## src/rtl/hdmi_chan_deskew_pkg.sv

```systemverilog
// Shared HDMI definitions: TMDS control tokens, control-run threshold, deskew FSM states.
package hdmi_chan_deskew_pkg;

    localparam logic [9:0] CTL_TOKEN_0 = 10'h354;
    localparam logic [9:0] CTL_TOKEN_1 = 10'h0AB;
    localparam logic [9:0] CTL_TOKEN_2 = 10'h154;
    localparam logic [9:0] CTL_TOKEN_3 = 10'h2AB;
    localparam int         CTL_RUN_MIN = 8;

    localparam int LANE_B = 0;
    localparam int LANE_G = 1;
    localparam int LANE_R = 2;

    typedef enum logic [1:0] {
        S_WAIT   = 2'd0,
        S_WINDOW = 2'd1,
        S_EVAL   = 2'd2
    } deskew_state_e;

    function automatic logic is_ctl_token(input logic [9:0] w);
        return (w == CTL_TOKEN_0) || (w == CTL_TOKEN_1) ||
               (w == CTL_TOKEN_2) || (w == CTL_TOKEN_3);
    endfunction

endpackage

```

## src/rtl/hdmi_chan_deskew_lane.sv

```systemverilog
// One TMDS lane: tapped delay line with registered output mux, control-run counter
// and registered control-to-data edge flag (measured on the undelayed input).
module hdmi_deskew_lane
    import hdmi_chan_deskew_pkg::*;
#(
    parameter int MAX_SKEW = 3
) (
    input  logic       i_pix_clk,
    input  logic       i_reset_n,
    input  logic       clear,
    input  logic [9:0] word_in,
    input  logic [2:0] delay,
    output logic [9:0] word_out,
    output logic       edge_flag
);

    logic [9:0] sr [1:MAX_SKEW];
    logic [9:0] taps [0:7];
    logic [3:0] run;

    // Unused tap slots repeat the deepest stage so the 3-bit select is always in range.
    for (genvar k = 0; k < 8; k++) begin : g_tap
        if (k == 0) begin : g_in
            assign taps[k] = word_in;
        end else if (k <= MAX_SKEW) begin : g_sr
            assign taps[k] = sr[k];
        end else begin : g_hold
            assign taps[k] = sr[MAX_SKEW];
        end
    end

    always_ff @(posedge i_pix_clk or negedge i_reset_n) begin
        if (!i_reset_n) begin
            for (int k = 1; k <= MAX_SKEW; k++) sr[k] <= '0;
            word_out <= '0;
        end else begin
            sr[1] <= word_in;
            for (int k = 2; k <= MAX_SKEW; k++) sr[k] <= sr[k-1];
            word_out <= taps[delay];
        end
    end

    always_ff @(posedge i_pix_clk or negedge i_reset_n) begin
        if (!i_reset_n) begin
            run       <= '0;
            edge_flag <= 1'b0;
        end else if (clear) begin
            run       <= '0;
            edge_flag <= 1'b0;
        end else begin
            if (is_ctl_token(word_in)) begin
                run <= (run == 4'd15) ? 4'd15 : run + 4'd1;
            end else begin
                run <= '0;
            end
            edge_flag <= !is_ctl_token(word_in) && (run >= 4'(CTL_RUN_MIN));
        end
    end

endmodule

```

## src/rtl/hdmi_chan_deskew.sv

```systemverilog
// Inter-channel TMDS word aligner: measures lane skew at blanking-to-data edges and delays early lanes.
// Optional unlock statistics in o_skew_word[31:16] when HDMI_DESKEW_STATS_EN is defined.
module hdmi_chan_deskew
    import hdmi_chan_deskew_pkg::*;
#(
    parameter int MAX_SKEW   = 3,
    parameter int LOCK_COUNT = 4
) (
    input  logic          i_pix_clk,
    input  logic          i_reset_n,
    input  logic          i_bit_locked,
    input  logic [9:0]    i_r,
    input  logic [9:0]    i_g,
    input  logic [9:0]    i_b,
    output logic [9:0]    o_r,
    output logic [9:0]    o_g,
    output logic [9:0]    o_b,
    output logic          o_aligned,
    output logic [31:0]   o_skew_word,
    output deskew_state_e o_dbg_state
);

    deskew_state_e state;
    logic [9:0]  lane_in  [3];
    logic [9:0]  lane_out [3];
    logic [2:0]  edges;
    logic [2:0]  have;
    logic [2:0]  off    [3];
    logic [2:0]  stored [3];
    logic [2:0]  delay  [3];
    logic [2:0]  win, win_nxt, max_off;
    logic [3:0]  match_cnt, match_nxt;
    logic [1:0]  fail_cnt;
    logic        aligned, all_have, same, good_meas, unlock_evt;
    logic [15:0] unlock_cnt;

    assign lane_in[LANE_R] = i_r;
    assign lane_in[LANE_G] = i_g;
    assign lane_in[LANE_B] = i_b;

    for (genvar x = 0; x < 3; x++) begin : g_lane
        hdmi_deskew_lane #(.MAX_SKEW(MAX_SKEW)) u_lane (
            .i_pix_clk (i_pix_clk),
            .i_reset_n (i_reset_n),
            .clear     (!i_bit_locked),
            .word_in   (lane_in[x]),
            .delay     (delay[x]),
            .word_out  (lane_out[x]),
            .edge_flag (edges[x])
        );
    end

    always_comb begin
        all_have  = &have;
        same      = (off[0] == stored[0]) && (off[1] == stored[1]) && (off[2] == stored[2]);
        good_meas = all_have && same;
        max_off   = off[0];
        if (off[1] > max_off) max_off = off[1];
        if (off[2] > max_off) max_off = off[2];
        match_nxt = same ? ((match_cnt == 4'd15) ? 4'd15 : match_cnt + 4'd1) : 4'd1;
        win_nxt   = win + 3'd1;
        // Second consecutive bad measurement while aligned, or bit-lock loss while aligned.
        unlock_evt = aligned && (!i_bit_locked ||
                     (state == S_EVAL && !good_meas && fail_cnt == 2'd1));
    end

    always_ff @(posedge i_pix_clk or negedge i_reset_n) begin
        if (!i_reset_n) begin
            state     <= S_WAIT;
            win       <= '0;
            have      <= '0;
            match_cnt <= '0;
            fail_cnt  <= '0;
            aligned   <= 1'b0;
            for (int x = 0; x < 3; x++) begin
                off[x]    <= '0;
                stored[x] <= '0;
                delay[x]  <= '0;
            end
        end else if (!i_bit_locked) begin
            state     <= S_WAIT;
            win       <= '0;
            have      <= '0;
            match_cnt <= '0;
            fail_cnt  <= '0;
            aligned   <= 1'b0;
            for (int x = 0; x < 3; x++) begin
                off[x]    <= '0;
                stored[x] <= '0;
                delay[x]  <= '0;
            end
        end else begin
            case (state)
                S_WAIT: begin
                    if (|edges) begin
                        state <= S_WINDOW;
                        win   <= '0;
                        have  <= edges;
                        for (int x = 0; x < 3; x++) off[x] <= '0;
                    end
                end
                S_WINDOW: begin
                    win <= win_nxt;
                    for (int x = 0; x < 3; x++) begin
                        if (edges[x] && !have[x]) begin
                            have[x] <= 1'b1;
                            off[x]  <= win_nxt;
                        end
                    end
                    if (win_nxt == 3'(MAX_SKEW)) state <= S_EVAL;
                end
                S_EVAL: begin
                    state <= S_WAIT;
                    if (aligned) begin
                        // Stored offsets define the applied delays and stay put until unlock.
                        if (good_meas) begin
                            fail_cnt  <= '0;
                            match_cnt <= match_nxt;
                        end else if (unlock_evt) begin
                            aligned   <= 1'b0;
                            match_cnt <= '0;
                            fail_cnt  <= '0;
                            for (int x = 0; x < 3; x++) delay[x] <= '0;
                        end else begin
                            fail_cnt <= fail_cnt + 2'd1;
                        end
                    end else if (!all_have) begin
                        match_cnt <= '0;
                    end else begin
                        match_cnt <= match_nxt;
                        if (!same) begin
                            for (int x = 0; x < 3; x++) stored[x] <= off[x];
                        end
                        if (match_nxt >= 4'(LOCK_COUNT)) begin
                            aligned  <= 1'b1;
                            fail_cnt <= '0;
                            for (int x = 0; x < 3; x++) delay[x] <= max_off - off[x];
                        end
                    end
                end
                default: state <= S_WAIT;
            endcase
        end
    end

`ifdef HDMI_DESKEW_STATS_EN
    always_ff @(posedge i_pix_clk or negedge i_reset_n) begin
        if (!i_reset_n) begin
            unlock_cnt <= '0;
        end else if (unlock_evt && unlock_cnt != 16'hFFFF) begin
            unlock_cnt <= unlock_cnt + 16'd1;
        end
    end
`else
    assign unlock_cnt = '0;
`endif

    assign o_r         = lane_out[LANE_R];
    assign o_g         = lane_out[LANE_G];
    assign o_b         = lane_out[LANE_B];
    assign o_aligned   = aligned;
    assign o_dbg_state = state;
    assign o_skew_word = {unlock_cnt, 3'b000, aligned, 1'b0, delay[LANE_R],
                          1'b0, delay[LANE_G], 1'b0, delay[LANE_B]};

endmodule

```

## config.mk

```make
export PLATFORM = sky130hd
export DESIGN_NAME = hdmi_chan_deskew
export DESIGN_NICKNAME = d
export VERILOG_FILES = /design/src/rtl/hdmi_chan_deskew_pkg.sv /design/src/rtl/hdmi_chan_deskew_lane.sv /design/src/rtl/hdmi_chan_deskew.sv
export SDC_FILE = /design/constraint.sdc
export NUM_CORES = 1
export LEC_CHECK = 0
export ABC_CLOCK_PERIOD_IN_PS = 5710
export CORE_ASPECT_RATIO = 0.8
export CORE_MARGIN = 2
export CORE_UTILIZATION = 35
export CTS_CLUSTER_DIAMETER = 150
export DETAILED_ROUTE_END_ITERATION = 8
export HOLD_SLACK_MARGIN = 0.03
export PLACE_DENSITY_LB_ADDON = 0.2
export SETUP_SLACK_MARGIN = 0.15
export SLEW_MARGIN = 10
export SYNTH_ARGS = -nofsm -noshare
export SYNTH_HDL_FRONTEND = slang
export SYNTH_SLANG_ARGS = --single-unit
export TNS_END_PERCENT = 5
```

## constraint.sdc

```tcl
create_clock -name i_pix_clk -period 5.71 [get_ports i_pix_clk]
set_input_delay 1.142 -clock i_pix_clk [delete_from_list [all_inputs] [get_ports i_pix_clk]]
set_output_delay 1.142 -clock i_pix_clk [all_outputs]
set_load 0.01 [all_outputs]
```

==> summary.md <==
| Metric | Value |
|---|---|
| Syn_area_per_cell | 10.90 sq um |
| Fraction of synthesis flops using an asynchronous set or reset pin | 100.0% |
| Antenna violations before repair | 0 |
| Post-synthesis sequential area ratio | 57.22% |
| GRT busiest layer | met2 |
| Number of flops mapped to enable cells by yosys | 0 |
| Power density relative to cell area | 285.5 nW/um^2 |
| CTS tree | done |
| Top-count cell post-synth | sky130_fd_sc_hd__dfrtp_1 |
| Top cells by instance count after synthesis | sky130_fd_sc_hd__dfrtp_1 (177), sky130_fd_sc_hd__o21ai_0 (65), sky130_fd_sc_hd__a21oi_1 (57) |
| Final std cells w/o fill | 1070 |
| Unique masters post-synth | 61 |
| Die Height | 137.0 microns |
| Remaining DRCs | 0 |
| Insertion delay of the later-clocked pin in the worst-skew pair | 0.43 ns |
| Average wire per cell in the routed design | 16.50 microns |
| Vias in the first global route | 5742 |
| Type of the worst setup path | register to register |
| Number of maximum-capacitance violations | 0 |
| Number of input and output port buffers inserted | 75 |
| Area enclosed by the die boundary | 23330 sq um |
| Routed wire length | 17.65 mm |
| Minimum period implied by the final worst setup slack | 4.564 ns |
| Tot GR Track Use | 16.09% |
| CTS sink cnt | 177 |
| Crit. End Element | register |
| Number of flip-flops and latches in the synthesized netlist | 177 |
| # setup viols final | 0 |
| Slew Limit Fails | 0 |
| Die boundary width | 170.3 microns |
| Number of inserted diodes | 0 |
| Congestion Overflow GR | 0 |
| Detailed placement HPWL | 11.84 mm |
| Max rail drop VDD | 0.0001947 V |
| # rows | 48 |
| Pin count of the biggest net entering global routing | 76 |
| Total of hold buffers inserted after clock tree synthesis | 0 |
| DRC marker count from the first detailed-route iteration | 384 |
| Kind of start point of the critical path | register |
| Root buf cell | sky130_fd_sc_hd__clkbuf_16 |
| P_leak | 4.001 nW |
| Post-synthesis cell count | 710 |
| Run status | complete, no violations |
| Synth warnings | 0 |
| Share of post-route cells with drive strength above 1 | 6.289% |
| Final hold slack | 0.3706 ns |
| RSZ-0062 raised after global routing | false |
| Initial core utilization | 35.80% |
| Critical Path Fanout Max | 8 |
| Final-stage net count | 838 |
| Core box area | 21620 sq um |
| Global-route met3 utilization | 4.135% |
| Final sum of negative setup slack | 0 ns |
| Post-synth top flop | sky130_fd_sc_hd__dfrtp_1 |
| Count of buffers added by post-CTS timing repair for setup | 0 |
| Share of the clock period used by the worst path | 79.93% |
| Layout area overhead | 20.07% |
| Dominant cells by area after synthesis | sky130_fd_sc_hd__dfrtp_1 (57%), sky130_fd_sc_hd__mux2i_1 (4.9%), sky130_fd_sc_hd__o21ai_0 (4.2%) |
| Clock buffer count from CTS | 17 |
| Met1 track demand over resource in global routing | 21.46% |
| # resized after CTS | 0 |
| Met2 usage | 25.54% |
| Path class of the lowest-slack min-delay path | register to register |
| Maximum root-to-sink buffer count | 2 |
| Data arrival time of the critical path | 4.85 ns |
| Netlist Area Pre-Place | 7741 sq um |
| Number of I/O pins | 98 |
| Placed cell count | 1039 |
| Data required time of the critical path | 6.00 ns |
| Worst-Margin Slew | 1.013 ns |
| Max H-tree Level | 4 |
| Antenna violation net count after detailed routing | 0 |
| Count of vias placed by the detailed router | 5585 |
| Clock Skews | 0.01185 ns |
| Fraction of post-synthesis cell area in the top cell type by area | 57.22% |
| Tightest slew margin relative to the limit | 31.96% |
| Clock edge transition at the registers on the reported setup and hold paths | 0.07 ns |
| Via count normalized by instance count | 5.220 |
| Final instance area | 9295 sq um |
| Global-route wire length before repair | 29.53 mm |
| Placed Instance Area | 8695 sq um |
| Number of detailed-route iterations in the first pass | 5 |
| Leading area contributor after synthesis | sky130_fd_sc_hd__dfrtp_1 |
| Peak Freq | 0.2191 GHz |
| Final weighted congestion of routability-driven global placement | 0.7752 |
| Final hold violation count | 0 |
-- kinds of logic (layout without fill, tap and decap cells) --
| logic type | after synthesis | count (layout) | synth area share, % |
|---|---|---|---|
| buffers and inverters | 78 | 142 | 4.897 |
| and+or+nand+nor | 185 | 185 | 12.06 |
| adders and majority gates | 22 | 22 | 3.847 |
| DFF | 177 | 177 | 57.22 |
| other | 1 | 22 | 0.04844 |
| muxes | 40 | 40 | 5.204 |
| xor gates and xnor gates | 12 | 12 | 1.358 |
| AOI/OAI and AO/OA | 195 | 195 | 15.37 |
-- critical path, cell delays in order (launching register included) --
cell and delay, ns:
sky130_fd_sc_hd__dfrtp_1 0.47, sky130_fd_sc_hd__inv_1 0.07, sky130_fd_sc_hd__ha_1 0.32, sky130_fd_sc_hd__nand3b_1 0.14, sky130_fd_sc_hd__a32oi_1 0.31, sky130_fd_sc_hd__mux2_2 0.40
sky130_fd_sc_hd__ha_1 0.28, sky130_fd_sc_hd__a31oi_1 0.47, sky130_fd_sc_hd__nand2_1 0.23, sky130_fd_sc_hd__nand2_1 0.11, sky130_fd_sc_hd__o21ai_0 0.24, sky130_fd_sc_hd__fa_1 0.50
sky130_fd_sc_hd__xnor2_1 0.29, sky130_fd_sc_hd__nor2_1 0.09, sky130_fd_sc_hd__o211a_1 0.25, sky130_fd_sc_hd__a211oi_1 0.16, sky130_fd_sc_hd__o22ai_1 0.11
-- through the flow --
| stage | setup WS [ns] | total power, mW | utilization [%] |
|---|---|---|---|
| after CTS | 1.169 | 2.692 | 42.99 |
| after global placement | 1.381 | 1.487 | 40.21 |
| after global routing | 0.6432 | 2.763 | 42.99 |
| after detailed placement | 1.199 | 1.493 | 40.21 |
| final | 1.146 | 2.654 | 42.99 |
| after floorplan | 1.608 | 1.405 | - |
-- final cells by class --
type	count	area, sq um
Fill cell	1995	12330
Sequential cell	177	4429
Multi-Input combinational cell	476	3012
Timing Repair Buffer	81	797.0
Clock buffer	20	456.7
Tap cell	275	344.1
Clock inverter	11	143.9
Inverter	30	112.6
-- cells in the final DEF (no fill, tap or decap), drive strengths merged, types with 20 or more instances in the layout --
cell,n
clkdlybuf4s50,74
nor2,54
o21ai,66
mux2i,38
inv,36
conb,22
a22oi,27
nand3,22
clkbuf,20
a21oi,57
dfrtp,177
nand2,44
-- worst paths after layout --
check / start / end / slack [ns] / cells past startpoint
max in group asynchronous: i_reset_n / g_lane[0].u_lane.sr[10] / 3.85 / 2
setup / recovery: off[8] / o_skew_word[2] / 1.15 / 16
min in group asynchronous: i_reset_n / g_lane[2].u_lane.sr[17] / 0.72 / 1
setup reg to reg: off[8] / o_skew_word[2] / 1.15 / 16
hold / removal: g_lane[0].u_lane.sr[27] / g_lane[0].u_lane.sr[17] / 0.37 / 0
hold reg to reg: g_lane[0].u_lane.sr[27] / g_lane[0].u_lane.sr[17] / 0.37 / 0
-- routing by layer --
| metal | vias up | wire, microns | part of all wire [%] |
|---|---|---|---|
| met5 | - | 0 | 0 |
| met4 | 0 | 270 | 1.5 |
| met3 | 28 | 899 | 5.1 |
| met2 | 150 | 8390 | 48 |
| met1 | 2771 | 8093 | 46 |
| li1 | 2636 | - | - |
-- state kept, by name, summed over array words and instances, names as in the netlist --
register	cells
o_aligned	1
off	9
win	3
fail_cnt	2
o_skew_word	9
o_dbg_state	2
g_lane.u_lane.word_out	30
have	3
g_lane.u_lane.edge_flag	3
match_cnt	4
stored	9
g_lane.u_lane.run	12
g_lane.u_lane.sr	90
-- where the power goes --
| group | switching [mW] | total [mW] | leakage, nW | internal [mW] |
|---|---|---|---|---|
| Combinational | 0.0833 | 0.145 | 1.52 | 0.0619 |
| Clock | 0.509 | 1.19 | 0.288 | 0.678 |
| Sequential | 0.0230 | 1.32 | 2.19 | 1.30 |
| Total | 0.615 | 2.65 | 4.00 | 2.04 |
No activity file was read; power rests on OpenSTA's default activity.
